--- src/rtl/spi_pkg.sv ---
// ============================================================================
//  Module   : spi_pkg
//  Purpose  : Frame layout shared by the spi_tx transmitter and the spi
//             receiver: frame width, field LSB positions and FSM state codes.
//  Revision : 1.0 - initial release
// ============================================================================
`default_nettype none

package spi_pkg;

    localparam int FRAME_BITS = 60;

    // Field LSB positions inside the 60-bit frame (bit 59 is sent first)
    localparam int AI_LSB  = 52;
    localparam int DI_LSB  = 44;
    localparam int S_LSB   = 36;
    localparam int RI_LSB  = 28;
    localparam int OSC_LSB = 16;
    localparam int FA_LSB  = 8;
    localparam int FB_LSB  = 0;

    typedef enum logic [1:0] {
        IDLE  = 2'd0,
        SHIFT = 2'd1,
        GAP   = 2'd2
    } spi_state_e;

endpackage

`default_nettype wire

--- src/rtl/spi_tx_if.sv ---
// ============================================================================
//  Module   : spi_tx_if
//  Purpose  : Request handshake, synth parameter fields and serial outputs
//             of the spi_tx transmitter.
//  Modports : master - host side (drives valid and parameters)
//             slave  - spi_tx    (drives ready, nss, mosi, done)
//  Revision : 1.0 - initial release
// ============================================================================
`default_nettype none

interface spi_tx_if;
    logic        valid;
    logic        ready;
    logic [7:0]  adsr_ai;
    logic [7:0]  adsr_di;
    logic [7:0]  adsr_s;
    logic [7:0]  adsr_ri;
    logic [11:0] osc_count;
    logic [7:0]  filter_a;
    logic [7:0]  filter_b;
    logic        nss;
    logic        mosi;
    logic        done;

    modport master (
        output valid, adsr_ai, adsr_di, adsr_s, adsr_ri, osc_count, filter_a, filter_b,
        input  ready, nss, mosi, done
    );

    modport slave (
        input  valid, adsr_ai, adsr_di, adsr_s, adsr_ri, osc_count, filter_a, filter_b,
        output ready, nss, mosi, done
    );
endinterface

`default_nettype wire

--- src/rtl/spi_frame_pack.sv ---
// ============================================================================
//  Module   : spi_frame_pack
//  Purpose  : Combinational packing of the seven synth parameter fields into
//             the 60-bit serial frame.
//  Ports    : ai_i, di_i, s_i, ri_i, fa_i, fb_i (8b), osc_i (12b) in;
//             frame_o (60b) out.
//  Revision : 1.0 - initial release
// ============================================================================
`default_nettype none

module spi_frame_pack
    import spi_pkg::*;
(
    input  logic [7:0]            ai_i,
    input  logic [7:0]            di_i,
    input  logic [7:0]            s_i,
    input  logic [7:0]            ri_i,
    input  logic [11:0]           osc_i,
    input  logic [7:0]            fa_i,
    input  logic [7:0]            fb_i,
    output logic [FRAME_BITS-1:0] frame_o
);

    always_comb begin
        frame_o                  = '0;
        frame_o[AI_LSB  +: 8]    = ai_i;
        frame_o[DI_LSB  +: 8]    = di_i;
        frame_o[S_LSB   +: 8]    = s_i;
        frame_o[RI_LSB  +: 8]    = ri_i;
        frame_o[OSC_LSB +: 12]   = osc_i;
        frame_o[FA_LSB  +: 8]    = fa_i;
        frame_o[FB_LSB  +: 8]    = fb_i;
    end

endmodule

`default_nettype wire

--- src/rtl/spi_tx.sv ---
// ============================================================================
//  Module   : spi_tx
//  Purpose  : Serial frame transmitter for the synth parameter link. Latches
//             the parameter set on acceptance, shifts the 60-bit frame out
//             MSB first one bit per clk with nss low, then idles GAP_CYCLES
//             cycles with nss high before accepting the next request.
//  Ports    : clk, rst (sync, active high); bus (spi_tx_if.slave).
//  Params   : GAP_CYCLES (>=1) idle cycles after each frame.
//  Options  : SPI_TX_AUTOSEND_EN - resend automatically whenever the packed
//             inputs differ from the last transmitted frame.
//  Revision : 1.0 - initial release
// ============================================================================
`default_nettype none

module spi_tx
    import spi_pkg::*;
#(
    parameter int GAP_CYCLES = 2
) (
    input  logic     clk,
    input  logic     rst,
    spi_tx_if.slave  bus
);

    localparam logic [1:0] S_IDLE  = IDLE;
    localparam logic [1:0] S_SHIFT = SHIFT;
    localparam logic [1:0] S_GAP   = GAP;

    localparam int              GAP_W    = (GAP_CYCLES > 1) ? $clog2(GAP_CYCLES) : 1;
    localparam logic [GAP_W-1:0] GAP_LAST = GAP_W'(GAP_CYCLES - 1);
    localparam logic [5:0]       BIT_LAST = 6'(FRAME_BITS - 1);

    logic [1:0]            state_q, state_d;
    logic [FRAME_BITS-1:0] shreg_q, shreg_d;
    logic [5:0]            cnt_q,   cnt_d;
    logic [GAP_W-1:0]      gap_q,   gap_d;
    logic                  nss_q,   nss_d;
    logic                  mosi_q,  mosi_d;
    logic                  ready_q, ready_d;
    logic                  done_q,  done_d;
    logic [FRAME_BITS-1:0] frame;
    logic                  start;

    spi_frame_pack u_pack (
        .ai_i    (bus.adsr_ai),
        .di_i    (bus.adsr_di),
        .s_i     (bus.adsr_s),
        .ri_i    (bus.adsr_ri),
        .osc_i   (bus.osc_count),
        .fa_i    (bus.filter_a),
        .fb_i    (bus.filter_b),
        .frame_o (frame)
    );

`ifdef SPI_TX_AUTOSEND_EN
    logic [FRAME_BITS-1:0] shadow_q, shadow_d;
    logic                  pending_q, pending_d;
    assign start = pending_q || bus.valid;
`else
    assign start = bus.valid;
`endif

    always_comb begin
        state_d = state_q;
        shreg_d = shreg_q;
        cnt_d   = cnt_q;
        gap_d   = gap_q;
        nss_d   = nss_q;
        mosi_d  = mosi_q;
        ready_d = ready_q;
        done_d  = 1'b0;
`ifdef SPI_TX_AUTOSEND_EN
        shadow_d  = shadow_q;
        pending_d = pending_q || (frame != shadow_q);
`endif
        case (state_q)
            S_IDLE: begin
                if (start) begin
                    // shreg[59] always mirrors the bit currently on mosi
                    state_d = S_SHIFT;
                    shreg_d = frame;
                    cnt_d   = '0;
                    nss_d   = 1'b0;
                    mosi_d  = frame[FRAME_BITS-1];
                    ready_d = 1'b0;
`ifdef SPI_TX_AUTOSEND_EN
                    shadow_d  = frame;
                    pending_d = 1'b0;
`endif
                end
            end
            S_SHIFT: begin
                if (cnt_q == BIT_LAST) begin
                    state_d = S_GAP;
                    gap_d   = '0;
                    nss_d   = 1'b1;
                    mosi_d  = 1'b0;
                    done_d  = 1'b1;
                end else begin
                    shreg_d = shreg_q << 1;
                    mosi_d  = shreg_q[FRAME_BITS-2];
                    cnt_d   = cnt_q + 6'd1;
                end
            end
            S_GAP: begin
                if (gap_q == GAP_LAST) begin
                    state_d = S_IDLE;
                    ready_d = 1'b1;
                end else begin
                    gap_d = gap_q + 1'b1;
                end
            end
            default: begin
                state_d = S_IDLE;
                nss_d   = 1'b1;
                mosi_d  = 1'b0;
                ready_d = 1'b1;
            end
        endcase
    end

    always_ff @(posedge clk) begin
        if (rst) begin
            state_q <= S_IDLE;
            shreg_q <= '0;
            cnt_q   <= '0;
            gap_q   <= '0;
            nss_q   <= 1'b1;
            mosi_q  <= 1'b0;
            ready_q <= 1'b1;
            done_q  <= 1'b0;
        end else begin
            state_q <= state_d;
            shreg_q <= shreg_d;
            cnt_q   <= cnt_d;
            gap_q   <= gap_d;
            nss_q   <= nss_d;
            mosi_q  <= mosi_d;
            ready_q <= ready_d;
            done_q  <= done_d;
        end
    end

`ifdef SPI_TX_AUTOSEND_EN
    // Shadow resets to 0, so any nonzero input set after reset sends once
    always_ff @(posedge clk) begin
        if (rst) begin
            shadow_q  <= '0;
            pending_q <= 1'b0;
        end else begin
            shadow_q  <= shadow_d;
            pending_q <= pending_d;
        end
    end
`endif

    assign bus.ready = ready_q;
    assign bus.nss   = nss_q;
    assign bus.mosi  = mosi_q;
    assign bus.done  = done_q;

endmodule

`default_nettype wire

--- src/flat_wrapper.sv ---
// flat-port wrapper written by rule: the top's interface ports become plain ports
module spi_tx_flat import spi_pkg::*;
#(
    parameter int GAP_CYCLES = 2
)
  (clk, rst, bus_valid, bus_adsr_ai, bus_adsr_di, bus_adsr_s, bus_adsr_ri, bus_osc_count, bus_filter_a, bus_filter_b, bus_ready, bus_nss, bus_mosi, bus_done);
  spi_tx_if bus_i ();
  input  logic clk;
  input  logic rst;
  input wire logic [$bits(bus_i.valid)-1:0] bus_valid;
  input wire logic [$bits(bus_i.adsr_ai)-1:0] bus_adsr_ai;
  input wire logic [$bits(bus_i.adsr_di)-1:0] bus_adsr_di;
  input wire logic [$bits(bus_i.adsr_s)-1:0] bus_adsr_s;
  input wire logic [$bits(bus_i.adsr_ri)-1:0] bus_adsr_ri;
  input wire logic [$bits(bus_i.osc_count)-1:0] bus_osc_count;
  input wire logic [$bits(bus_i.filter_a)-1:0] bus_filter_a;
  input wire logic [$bits(bus_i.filter_b)-1:0] bus_filter_b;
  output wire logic [$bits(bus_i.ready)-1:0] bus_ready;
  output wire logic [$bits(bus_i.nss)-1:0] bus_nss;
  output wire logic [$bits(bus_i.mosi)-1:0] bus_mosi;
  output wire logic [$bits(bus_i.done)-1:0] bus_done;
  assign bus_i.valid = bus_valid;
  assign bus_i.adsr_ai = bus_adsr_ai;
  assign bus_i.adsr_di = bus_adsr_di;
  assign bus_i.adsr_s = bus_adsr_s;
  assign bus_i.adsr_ri = bus_adsr_ri;
  assign bus_i.osc_count = bus_osc_count;
  assign bus_i.filter_a = bus_filter_a;
  assign bus_i.filter_b = bus_filter_b;
  assign bus_ready = bus_i.ready;
  assign bus_nss = bus_i.nss;
  assign bus_mosi = bus_i.mosi;
  assign bus_done = bus_i.done;
  spi_tx #(.GAP_CYCLES(GAP_CYCLES)) u_core (.clk(clk), .rst(rst), .bus(bus_i));
endmodule
--- config.mk ---
export PLATFORM = sky130hd
export DESIGN_NAME = spi_tx_flat
export DESIGN_NICKNAME = d
export VERILOG_FILES = /design/src/rtl/spi_pkg.sv /design/src/rtl/spi_tx_if.sv /design/src/rtl/spi_frame_pack.sv /design/src/rtl/spi_tx.sv /design/src/flat_wrapper.sv
export SDC_FILE = /design/constraint.sdc
export NUM_CORES = 1
export LEC_CHECK = 0
export BUFFER_PORTS_ARGS = -buffer_cell sky130_fd_sc_hd__clkbuf_2
export CORE_ASPECT_RATIO = 0.9
export CORE_MARGIN = 2
export CORE_UTILIZATION = 45
export CTS_CLUSTER_DIAMETER = 40
export DETAILED_ROUTE_END_ITERATION = 16
export GPL_TIMING_DRIVEN = 1
export PLACE_DENSITY = 0.73
export SYNTH_ARGS = -nofsm -noshare
export SYNTH_HDL_FRONTEND = slang
export SYNTH_SLANG_ARGS = --single-unit
--- constraint.sdc ---
create_clock -name clk -period 2.9 [get_ports clk]
set_input_delay 0.29 -clock clk [delete_from_list [all_inputs] [get_ports clk]]
set_output_delay 0.29 -clock clk [all_outputs]
set_load 0.02 [all_outputs]
==> results.md, run 1 <==
* Status: completed
* Fin area at about 4000 sq um
* Post-DR vias/cell at between 5 and 6
* TritonCTS sink count at 72
* Worst-skew pair later-pin latency at 0.34 ns
* Syn_nets at 460
* Vias at 3,002
* Post-CTS sizing at 0
* First-pass GRT wire length at 12,800 um
* Synth Flop Type: dfxtp_1
* Type of the worst setup path: flip-flop to flip-flop
* Root buf cell: clkbuf_8
* Crit. End Element: flip-flop
* Hold slack final at approximately 0.21 ns
* Grt ovf at 0
* FP Rows at 30
* Worst Hold End: u_core.shreg_q[16]
* Final Max Tran Viols at 0
* CP required at 3.15 ns
* Fin. Hold Viols at 0
* CTS buffer count at 9
* Setup violations, final at 0
* Antenna violations before repair at 0
* Global placement routability congestion at 0.749
* Worst Tran Pin Value at 0.759 ns
* Initial Util at 46.6%
* Fmax at 449 MHz
* Worst Hold Depth at 3
* Setup TNS at 0 ns
* Tcrit/Tclk final at between 70% and 80%
* Sequential area share after synthesis at 41.0%
* Dpl cell area at ~3800 sq um
* CP top delay family: compound AO/OA/AOI/OAI gates
* Peak VDD IR at 323 uV
* Clock tree buffer depth at 2
* CP cell instances: ha_1 -> and4b_4 -> a311oi_4 -> buf_12 -> nor2_1 -> a311oi_2
* Fillers at 699
* Commonest non-fill, non-tap cell in the layout: nand2_1
* Crit path max fanout at 118
* Critical path arrival at 2.48 ns
* LEAKAGE at roughly 1.6 nW
* Mean area per synthesized cell at 8.88 sq um
* Synth cell types at 30
* Worst path slowest cell: buf_12
* RSZ-0062 raised after global routing: no
* DR DRC count at 0
* Reg-to-Reg End: u_core.shreg_q[9]
* Final HPWL DP at 4820 um
* GRT Resource Usage Total at 18.2%
* Post-synth EDFFs at 0
* Worst Setup SP: u_core.cnt_q[0]
* TritonCTS clock tree: done
* Cells after synthesis at 396
* Clock slew at the register clock pins of the worst setup and hold paths at 0.08 ns
* Synth warnings at 0
* CP Launch Type: flip-flop
* Post-synthesis register bit count at 72
* Worst Skew at 0.00506 ns
* P&R area growth vs syn at 15.1%
* WL/cell at approximately 14 um
* CP peak stage delay at 0.51 ns
* Die Ht at approximately 90 um
* RR Startpoint: u_core.cnt_q[0]
* Path depth of the worst reg2reg path at 6
* Share of cells above drive strength 1 at 33.9%
* Largest net degree at the start of global routing at 119
* PortBufs at 66
* First-pass iteration count of the detailed router at 4
* DRT antenna net count at 0
* Vias in the first global route at 2,838
* Io pins at 67
* DIE AREA at 8540 sq um
* Final wirelength at 7460 um
* Quantity of hold-fixing buffers added after cts at 0
* HP Class: input port to flip-flop
* R2r setup slk at 0.67 ns
* Drt first-iter violations at ~170
* Final min period at 2.23 ns
* Max-Cap Viols at 0
* Postcts setup bufs at 0
* H-tree levels at 3
* N_diodes at 0
* Fraction of registers with async set/reset at 0%
* Cell Area, Synth at approximately 3500 sq um
* Relative slew slack at approximately 49%
* Fin nets at just over 500
* Core area at between 7000 and 8000 sq um
* Hold Crit Start: bus_osc_count[0]
* Commonest non-fill, non-tap cells in the layout: nand2_1 (120), dfxtp_1 (72), nor2_1 (70)
* PwrDens at 570 nW/um^2
* Die Width at 97.2 um
* CP Buf/Inv Count at 1
per-stage QoR:
| step | instances | setup slack [ns] | power, W | util (%) |
|---|---|---|---|---|
| final | 545 | 0.671 | 0.00231 | 53.6 |
| after global routing | 545 | 0.514 | 0.00242 | 53.6 |
| after CTS | 545 | 0.654 | 0.00233 | 53.6 |
| after detailed placement | 529 | 0.710 | 0.00151 | 50.9 |
| after global placement | 529 | 0.843 | 0.00149 | 50.9 |
| after floorplan | 396 | 1.17 | 0.00142 | - |
power breakdown:
group	total, W	leakage (nW)	internal, W	switching (W)
combinational	0.000371	0.902	0.000154	0.000217
sequential	0.00111	0.596	0.00107	0.0000443
clock	0.000823	0.101	0.000441	0.000382
total	0.00231	1.60	0.00166	0.000643
Yosys cell counts (3+ instances only):
cell type | instances | area [sq um]
clkbuf_1 | 18 | 67.6
a311oi_2 | 58 | 871
nor3_1 | 4 | 20.0
a21oi_1 | 8 | 40.0
buf_4 | 4 | 30.0
a22oi_1 | 3 | 22.5
buf_2 | 4 | 20.0
o21ai_0 | 3 | 15.0
nor2_1 | 71 | 267
buf_6 | 9 | 101
nand2_1 | 120 | 450
dfxtp_1 | 72 | 1440
worst min-delay path, cell delays in order:
cell and delay (ns):
clkbuf_2 0.08, nand2_1 0.06, a311oi_2 0.09
cell type report:
type / count / area, sq um / area share, %
tap: 96 / 120 / 2.97
sequential: 72 / 1440 / 35.6
inverter: 1 / 3.75 / 0.0928
timing repair buffer: 73 / 398 / 9.84
clock inverter: 5 / 55.1 / 1.36
clock buffer: 11 / 151 / 3.74
multi-input combinational: 287 / 1880 / 46.4
cells by family (layout without fill, tap and decap cells):
family	count (synthesis)	in the layout	share of synthesized area [%]
AND/OR/NAND/NOR	205	205	23.0
AO/OA/AOI/OAI	79	79	28.6
buffers and inverters	37	90	6.44
adder cells (fa/ha/maj)	1	1	0.356
multiplexers	2	2	0.605
flip-flops	72	72	41.0
sequential cells by signal, indices dropped and copies added, names as in the netlist:
register / cells
u_core.bus.done: 1
u_core.bus.mosi: 1
u_core.bus.nss: 1
u_core.bus.ready: 1
u_core.cnt_q: 6
u_core.gap_q: 1
u_core.shreg_q: 59
u_core.state_q: 2
worst max path at each step:
stage,endpoint,slack (ns),depth (start not counted)
after floorplan,u_core.shreg_q[10],1.17,7
after global placement,u_core.shreg_q[18],0.84,6
after detailed placement,u_core.shreg_q[9],0.71,6
after CTS,u_core.shreg_q[54],0.65,6
after global routing,u_core.shreg_q[54],0.51,6
final,u_core.shreg_q[9],0.67,6
layer usage:
metal | track usage, % | vias up | part of all wire [%]
met2 | 28.7 | 85 | 44
li1 | - | 1478 | -
met4 | 6.40 | 0 | 1.2
met3 | 5.11 | 11 | 6.2
met5 | 0 | - | 0
met1 | 24.2 | 1428 | 48
Power figures use the tool's default switching activity.
==> inputs of run 2 (changes only) <==
- PLACE_DENSITY: 0.73 -> 0.76
- clock period: 2.9 -> 1.9 ns (I/O delays scaled with it)
==> results.md, run 2 (synthesis gave the netlist of run 1 again) <==
* FP Rows at 30 (unchanged)
* TritonCTS sink count at 72 (unchanged)
* TritonCTS clock tree: done (unchanged)
* Hold slack final at 0.115 ns (was 0.214 ns)
* CP cell instances: ha_4 -> and4b_4 -> a311oi_4 -> buf_12 -> buf_6 -> buf_16 -> nor2_1 -> a311oi_2 (was ha_1 -> and4b_4 -> a311oi_4 -> buf_12 -> nor2_1 -> a311oi_2)
* Fin cells at 571 (was 545)
* RR Startpoint: u_core.cnt_q[1] (was u_core.cnt_q[0])
* Final min period at 1.83 ns (was 2.23 ns)
* Vias in the first global route at 2,792 (was 2,838)
* First-pass GRT wire length at 12,900 um (was 12,800 um)
* Largest register FFs at 59 (unchanged)
* Fin util at 59.0% (was 53.6%)
* Commonest non-fill, non-tap cell in the layout: nand2_1 (unchanged)
* Worst Tran Pin Value at 0.454 ns (was 0.759 ns)
* Die Width at 97.2 um (unchanged)
* Commonest non-fill, non-tap cells in the layout: nand2_1 (120), dfxtp_1 (70), nor2_1 (68) (was nand2_1 (120), dfxtp_1 (72), nor2_1 (70))
* Final Max Tran Viols at 0 (unchanged)
* Type of the worst setup path: flip-flop to flip-flop (unchanged)
* Drt first-iter violations at 163 (was 173)
* Clock slew at the register clock pins of the worst setup and hold paths at 0.07 ns (was 0.08 ns)
* Fmax at 545 MHz (was 449 MHz)
* Pre-CTS setup slack at 0.0204 ns (was 0.710 ns)
* PortBufs at 66 (unchanged)
* RSZ-0062 raised after global routing: yes (was no)
* Relative slew slack at 69.7% (was 49.4%)
* Worst path slowest cell: a311oi_4 (was buf_12)
* DIE AREA at 8540 sq um (unchanged)
* Vias at 3,067 (was 3,002)
* Largest net degree at the start of global routing at 35 (was 119)
* LEAKAGE at 1.81 nW (was 1.60 nW)
* CTS buffer count at 9 (unchanged)
* Die Ht at 87.9 um (unchanged)
* Hold Crit Start: bus_filter_b[5] (was bus_osc_count[0])
* GRT Resource Usage Total at 18.5% (was 18.2%)
* Worst Hold Depth at 3 (unchanged)
* Worst Hold End: u_core.shreg_q[5] (was u_core.shreg_q[16])
* Status: completed (unchanged)
* P&R area growth vs syn at 26.7% (was 15.1%)
* Share of cells above drive strength 1 at 38.3% (was 33.9%)
* Fin nets at 537 (was 508)
* Register with the most flip-flops: u_core.shreg_q (unchanged)
* Max-Cap Viols at 0 (unchanged)
* Crit. End Element: flip-flop (unchanged)
* CP required at 2.15 ns (was 3.15 ns)
* Worst-skew pair later-pin latency at 0.34 ns (about the same)
* HP Class: input port to flip-flop (unchanged)
* Path depth of the worst reg2reg path at 8 (was 6)
* CP Launch Type: flip-flop (unchanged)
* Peak VDD IR at 425 uV (was 323 uV)
* WL/cell at 14.2 um (was 13.7 um)
* First-pass iteration count of the detailed router at 4 (unchanged)
* Final worst setup slack at 0.0657 ns (was 0.671 ns)
* Reg-to-Reg End: u_core.shreg_q[43] (was u_core.shreg_q[9])
* R2r setup slk at 0.07 ns (was 0.67 ns)
* Root buf cell: clkbuf_8 (unchanged)
* N_diodes at 0 (unchanged)
* DRT antenna net count at 0 (unchanged)
* CP top delay family: compound AO/OA/AOI/OAI gates (unchanged)
* Final wirelength at 8130 um (was 7460 um)
* Clock tree buffer depth at 2 (unchanged)
* CP peak stage delay at 0.38 ns (was 0.51 ns)
* H-tree levels at 3 (unchanged)
* Tcrit/Tclk final at 96.5% (was 76.8%)
* Post-DR vias/cell at 5.37 (was 5.51)
* Critical path arrival at 2.09 ns (was 2.48 ns)
* Fin. Hold Viols at 0 (unchanged)
* Grt ovf at 0 (unchanged)
* Core area at 7540 sq um (unchanged)
* Worst Skew at 0.00700 ns (was 0.00506 ns)
* DR DRC count at 0 (unchanged)
* Crit path max fanout at 7 (was 118)
* Global placement routability congestion at 0.833 (was 0.749)
* Quantity of hold-fixing buffers added after cts at 0 (unchanged)
* Placed Cells incl. Taps at 541 (was 529)
* Initial Util at 46.6% (unchanged)
* PwrDens at 775 nW/um^2 (was 570 nW/um^2)
* Final HPWL DP at 5190 um (was 4820 um)
* Antenna violations before repair at 0 (unchanged)
* Setup violations, final at 0 (unchanged)
* CP Buf/Inv Count at 3 (was 1)
* Largest registers: u_core.shreg_q x59, u_core.cnt_q x6, u_core.state_q x2 (unchanged)
* Io pins at 67 (unchanged)
==> run 2: per-layer routing <==
metal | share of wire (%) | vias up | routed length (um) | global-route usage (%)
li1 | - | 1535 | - | -
met5 | 0 | - | 0 | 0
met3 | 5.4 | 7 | 439 | 6.46
met2 | 45 | 74 | 3660 | 30.1
met4 | 0.85 | 0 | 69 | 4.23
met1 | 49 | 1451 | 3960 | 24.1
==> run 2: worst max path at each step <==
| stage | startpoint | to | slack [ns] | depth (start not counted) |
|---|---|---|---|---|
| 2_1_floorplan | u_core.cnt_q[0] | u_core.shreg_q[10] | 0.17 | 7 |
| 3_3_place_gp | u_core.cnt_q[0] | u_core.shreg_q[54] | 0.08 | 7 |
| 3_5_place_dp | u_core.cnt_q[0] | u_core.shreg_q[20] | 0.02 | 7 |
| 4_1_cts | u_core.cnt_q[0] | u_core.shreg_q[20] | 0.02 | 7 |
| 5_1_grt | u_core.cnt_q[1] | u_core.shreg_q[43] | -0.02 | 8 |
| 6_report | u_core.cnt_q[1] | u_core.shreg_q[43] | 0.07 | 8 |
==> run 2: cell type report <==
| cell class | count | area (sq um) |
|---|---|---|
| repair buffers | 102 | 833 |
| fillers | 659 | 3090 |
| flip-flops and latches | 72 | 1440 |
| well taps | 96 | 120 |
| inverters | 1 | 3.75 |
| clock buffers | 12 | 155 |
| clock inverters | 1 | 5.00 |
| multi-input cells | 287 | 1890 |
==> run 2: tightest hold or removal path, stage by stage <==
cell      delay, ns
clkbuf_2       0.08
nand2_1        0.06
a311oi_2       0.08
==> run 2: report_power, final <==
| part | internal (W) | switching, W | total [W] |
|---|---|---|---|
| Sequential | 0.00163 | 0.0000683 | 0.00170 |
| Clock | 0.000522 | 0.000515 | 0.00104 |
| Combinational | 0.000345 | 0.000370 | 0.000715 |
| Total | 0.00250 | 0.000953 | 0.00345 |
==> run 2: stage by stage <==
stage | power (W) | TNS, ns | area [sq um]
floorplan | 0.00217 | 0 | 3520
global placement | 0.00233 | 0 | 4020
detailed placement | 0.00236 | 0 | 4020
CTS | 0.00339 | 0 | 4180
global route | 0.00362 | -0.0748 | 4450
finish | 0.00345 | 0 | 4450
==> run 2: timing repair <==
action / CTS / global route
setup endpoints to repair: 1 / 47
gates cloned: 0 / 6
pin swaps: 1 / 26
resized for setup: 0 / 20
buffers inserted: 0 / 11
==> inputs of run 3 (changes only) <==
- PLACE_DENSITY: 0.76 -> 0.75
- RECOVER_POWER: default -> 100
- SYNTH_HIERARCHICAL: default -> 1
==> results.md, run 3 <==
* Worst-skew pair later-pin latency at 0.34 ns (about the same)
* DIE AREA at 9630 sq um (was 8540 sq um)
* Top-area cell type share of the netlist area at 36.2% (was 41.0%)
* Fin nets at 517 (was 537)
* CP cell instances: ha_2 -> and4b_4 -> a31oi_4 -> buf_12 -> clkbuf_4 -> buf_6 -> a311oi_1 (was ha_4 -> and4b_4 -> a311oi_4 -> buf_12 -> buf_6 -> buf_16 -> nor2_1 -> a311oi_2)
* Setup TNS at 0 ns (unchanged)
* Worst path slowest cell: dfxtp_1 (was a311oi_4)
* CTS buffer count at 9 (unchanged)
* Flop pwr share at 46.7% (was 49.3%)
* Clock slew at the register clock pins of the worst setup and hold paths at 0.07 ns (about the same)
* Crit path max fanout at 13 (was 7)
* Pre-CTS setup slack at 0.0461 ns (was 0.0204 ns)
* Worst Skew at 0.00518 ns (was 0.00700 ns)
* Share of cells above drive strength 1 at 30.6% (was 38.3%)
* Root buf cell: clkbuf_8 (unchanged)
* Int Pwr at 0.00269 W (was 0.00250 W)
* Largest net degree at the start of global routing at 49 (was 35)
* FF+latch area at 1440 sq um (about the same)
* Fraction of registers with async set/reset at 0% (unchanged)
* Register with the most flip-flops: u_core/shreg_q (was u_core.shreg_q)
* Final min period at 1.79 ns (was 1.83 ns)
* Most common cell in the synthesized netlist: nand2_1 (unchanged)
* WL/cell at 13.5 um (was 14.2 um)
* CP top delay family: buffers and inverters (was compound AO/OA/AOI/OAI gates)
* CP Buf/Inv Count at 3 (unchanged)
* CP peak stage delay at 0.37 ns (was 0.38 ns)
* Cell Area, Synth at 3990 sq um (was 3520 sq um)
* RSZ-0062 raised after global routing: no (was yes)
* Core area at 8610 sq um (was 7540 sq um)
* Setup violations, final at 0 (unchanged)
* Critical path arrival at 2.04 ns (was 2.09 ns)
* Combinational power share at 16.0% (was 20.7%)
* Clock tree buffer depth at 2 (unchanged)
* Post-synth EDFFs at 0 (unchanged)
* Syn_nets at 519 (was 460)
* LEAKAGE at 1.67 nW (was 1.81 nW)
* Peak VDD IR at 485 uV (was 425 uV)
* Io pins at 67 (unchanged)
* Post-DR vias/cell at 5.13 (was 5.37)
* Status: completed (unchanged)
* P&R area growth vs syn at 3.89% (was 26.7%)
* Synth warnings at 6 (was 0)
* H-tree levels at 3 (unchanged)
* Commonest non-fill, non-tap cells in the layout: nand2_1 (119), dfxtp_1 (72), nor2_1 (69) (was nand2_1 (120), dfxtp_1 (70), nor2_1 (68))
* Final HPWL DP at 5330 um (was 5190 um)
* Final worst setup slack at 0.110 ns (was 0.0657 ns)
* Type of the worst setup path: flip-flop to flip-flop (unchanged)
* Final wirelength at 7790 um (was 8130 um)
* Cells after synthesis at 455 (was 396)
* Fin. Hold Viols at 0 (unchanged)
* Relative slew slack at 71.3% (was 69.7%)
* Multi-input gate area at 1770 sq um (was 1890 sq um)
* Mean area per synthesized cell at 8.76 sq um (was 8.88 sq um)
* P_sw at 0.000934 W (was 0.000953 W)
* R2r setup slk at 0.11 ns (was 0.07 ns)
* Synth Flop Type: dfxtp_1 (unchanged)
* Drt first-iter violations at 132 (was 163)
* CP required at 2.15 ns (about the same)
* DRT antenna net count at 0 (unchanged)
* Top cells by area, synth: dfxtp_1 (36%), a311oi_2 (22%), buf_4 (12%) (was dfxtp_1 (41%), a311oi_2 (25%), nand2_1 (13%))
* Largest registers: u_core/shreg_q x59, u_core/cnt_q x6, u_core/state_q x2 (was u_core.shreg_q x59, u_core.cnt_q x6, u_core.state_q x2)
* HP Class: input port to flip-flop (unchanged)
* TritonCTS clock tree: done (unchanged)
* Fin cells at 576 (was 571)
* Synth area leader: dfxtp_1 (unchanged)
* Initial Util at 46.3% (was 46.6%)
* Final Max Tran Viols at 0 (unchanged)
* First-pass GRT wire length at 12,900 um (about the same)
* PortBufs at 66 (unchanged)
* Top cells by count, synth: nand2_1 (119), dfxtp_1 (72), nor2_1 (69) (was nand2_1 (120), dfxtp_1 (72), nor2_1 (71))
* Synth cell types at 31 (was 30)
* FP Rows at 32 (was 30)
* Grt ovf at 0 (unchanged)
* Vias at 2,954 (was 3,067)
* Die Width at 103 um (was 97.2 um)
* TritonCTS sink count at 72 (unchanged)
* Sw Share at 25.8% (was 27.6%)
* Fmax at 559 MHz (was 545 MHz)
* Placed Cells incl. Taps at 558 (was 541)
* Clock network power share at 37.3% (was 30.0%)
* Worst Tran Pin Value at 0.430 ns (was 0.454 ns)
* Tcrit/Tclk final at 94.2% (was 96.5%)
* N_diodes at 0 (unchanged)
* Sequential area share after synthesis at 36.2% (was 41.0%)
* Largest register FFs at 59 (unchanged)
* PwrDens at 875 nW/um^2 (was 775 nW/um^2)
* Max-Cap Viols at 0 (unchanged)
* Total power at 0.00362 W (was 0.00345 W)
* GRT Resource Usage Total at 16.9% (was 18.5%)
* Antenna violations before repair at 0 (unchanged)
* CP Launch Type: flip-flop (unchanged)
* First-pass iteration count of the detailed router at 4 (unchanged)
* Commonest non-fill, non-tap cell in the layout: nand2_1 (unchanged)
* Vias in the first global route at 2,760 (was 2,792)
* Fillers at 827 (was 659)
* Global placement routability congestion at 0.754 (was 0.833)
* DR DRC count at 0 (unchanged)
* Die Ht at 93.3 um (was 87.9 um)
* Post-synthesis register bit count at 72 (unchanged)
* Crit. End Element: flip-flop (unchanged)
-- run 3: cell count changes after synthesis, moves of 2 or more --
cell,change
clkbuf_1,+2
nor2b_1,+3
buf_2,-2
buf_4,+59
nor2_1,-2
nor3b_1,-2
nor3_1,-3
a22oi_1,+2
a311oi_1,-2
a21oi_1,-2
-- run 3: area by class of cell --
cell class,instances,area share (%)
inverters,2,0.181
flip-flops and latches,72,34.8
repair buffers,83,13.4
well taps,119,3.60
clock inverters,3,1.57
clock buffers,12,3.75
multi-input cells,285,42.7
-- run 3: power groups by stage --
| stage | logic (W) | registers (W) | clock network [W] |
|---|---|---|---|
| 2_1_floorplan | 0.000530 | 0.00172 | 0 |
| 3_3_place_gp | 0.000586 | 0.00172 | 0 |
| 3_5_place_dp | 0.000607 | 0.00173 | 0 |
| 4_1_cts | 0.000609 | 0.00169 | 0.00138 |
| 5_1_grt | 0.000644 | 0.00171 | 0.00145 |
| 6_report | 0.000579 | 0.00169 | 0.00135 |
-- run 3: layer usage --
| metal | vias to the layer above | global-route usage [%] | part of all wire (%) | routed length [um] |
|---|---|---|---|---|
| met2 | 59 | 26.1 | 48 | 3700 |
| met5 | - | 0 | 0 | 0 |
| met3 | 9 | 4.86 | 4.5 | 347 |
| li1 | 1492 | - | - | - |
| met4 | 0 | 5.92 | 1.2 | 90 |
| met1 | 1394 | 22.6 | 47 | 3650 |
-- run 3: through the flow --
stage                     hold WS [ns]  util [%]  cell area (sq um)
after global routing            0.0871      48.1               4140
after global placement           0.435      46.4               4000
after CTS                       0.0885      49.0               4220
final                           0.0993      48.1               4140
after floorplan                  0.420         -               3990
after detailed placement         0.455      46.4               4000
-- run 3: tightest hold or removal path, stage by stage --
cell,delay (ns)
clkbuf_2,0.08
a22oi_1,0.05
nor2_1,0.08
-- run 3: repair_timing --
action	in CTS	in global routing
setup endpoints to repair	1	25
pin swaps	1	1
gates resized for setup	0	1
gates cloned	0	1
buffers inserted	0	2
hold buffers	0	0
-- run 3: worst paths after layout --
path,end,cells past startpoint,start
max,u_core/shreg_q[46],7,u_core/cnt_q[0]
min,u_core/shreg_q[0],3,bus_filter_b[0]
max reg2reg,u_core/shreg_q[46],7,u_core/cnt_q[0]
min reg2reg,u_core/shreg_q[26],2,u_core/shreg_q[25]
-- run 3: kinds of logic after synthesis --
kind of cell	Yosys count	share of synthesized area [%]
AOI/OAI and AO/OA	80	25.7
adders and majority gates	1	0.314
buffers and inverters	98	17.1
DFF	72	36.2
muxes	3	0.785
and+or+nand+nor	201	19.9
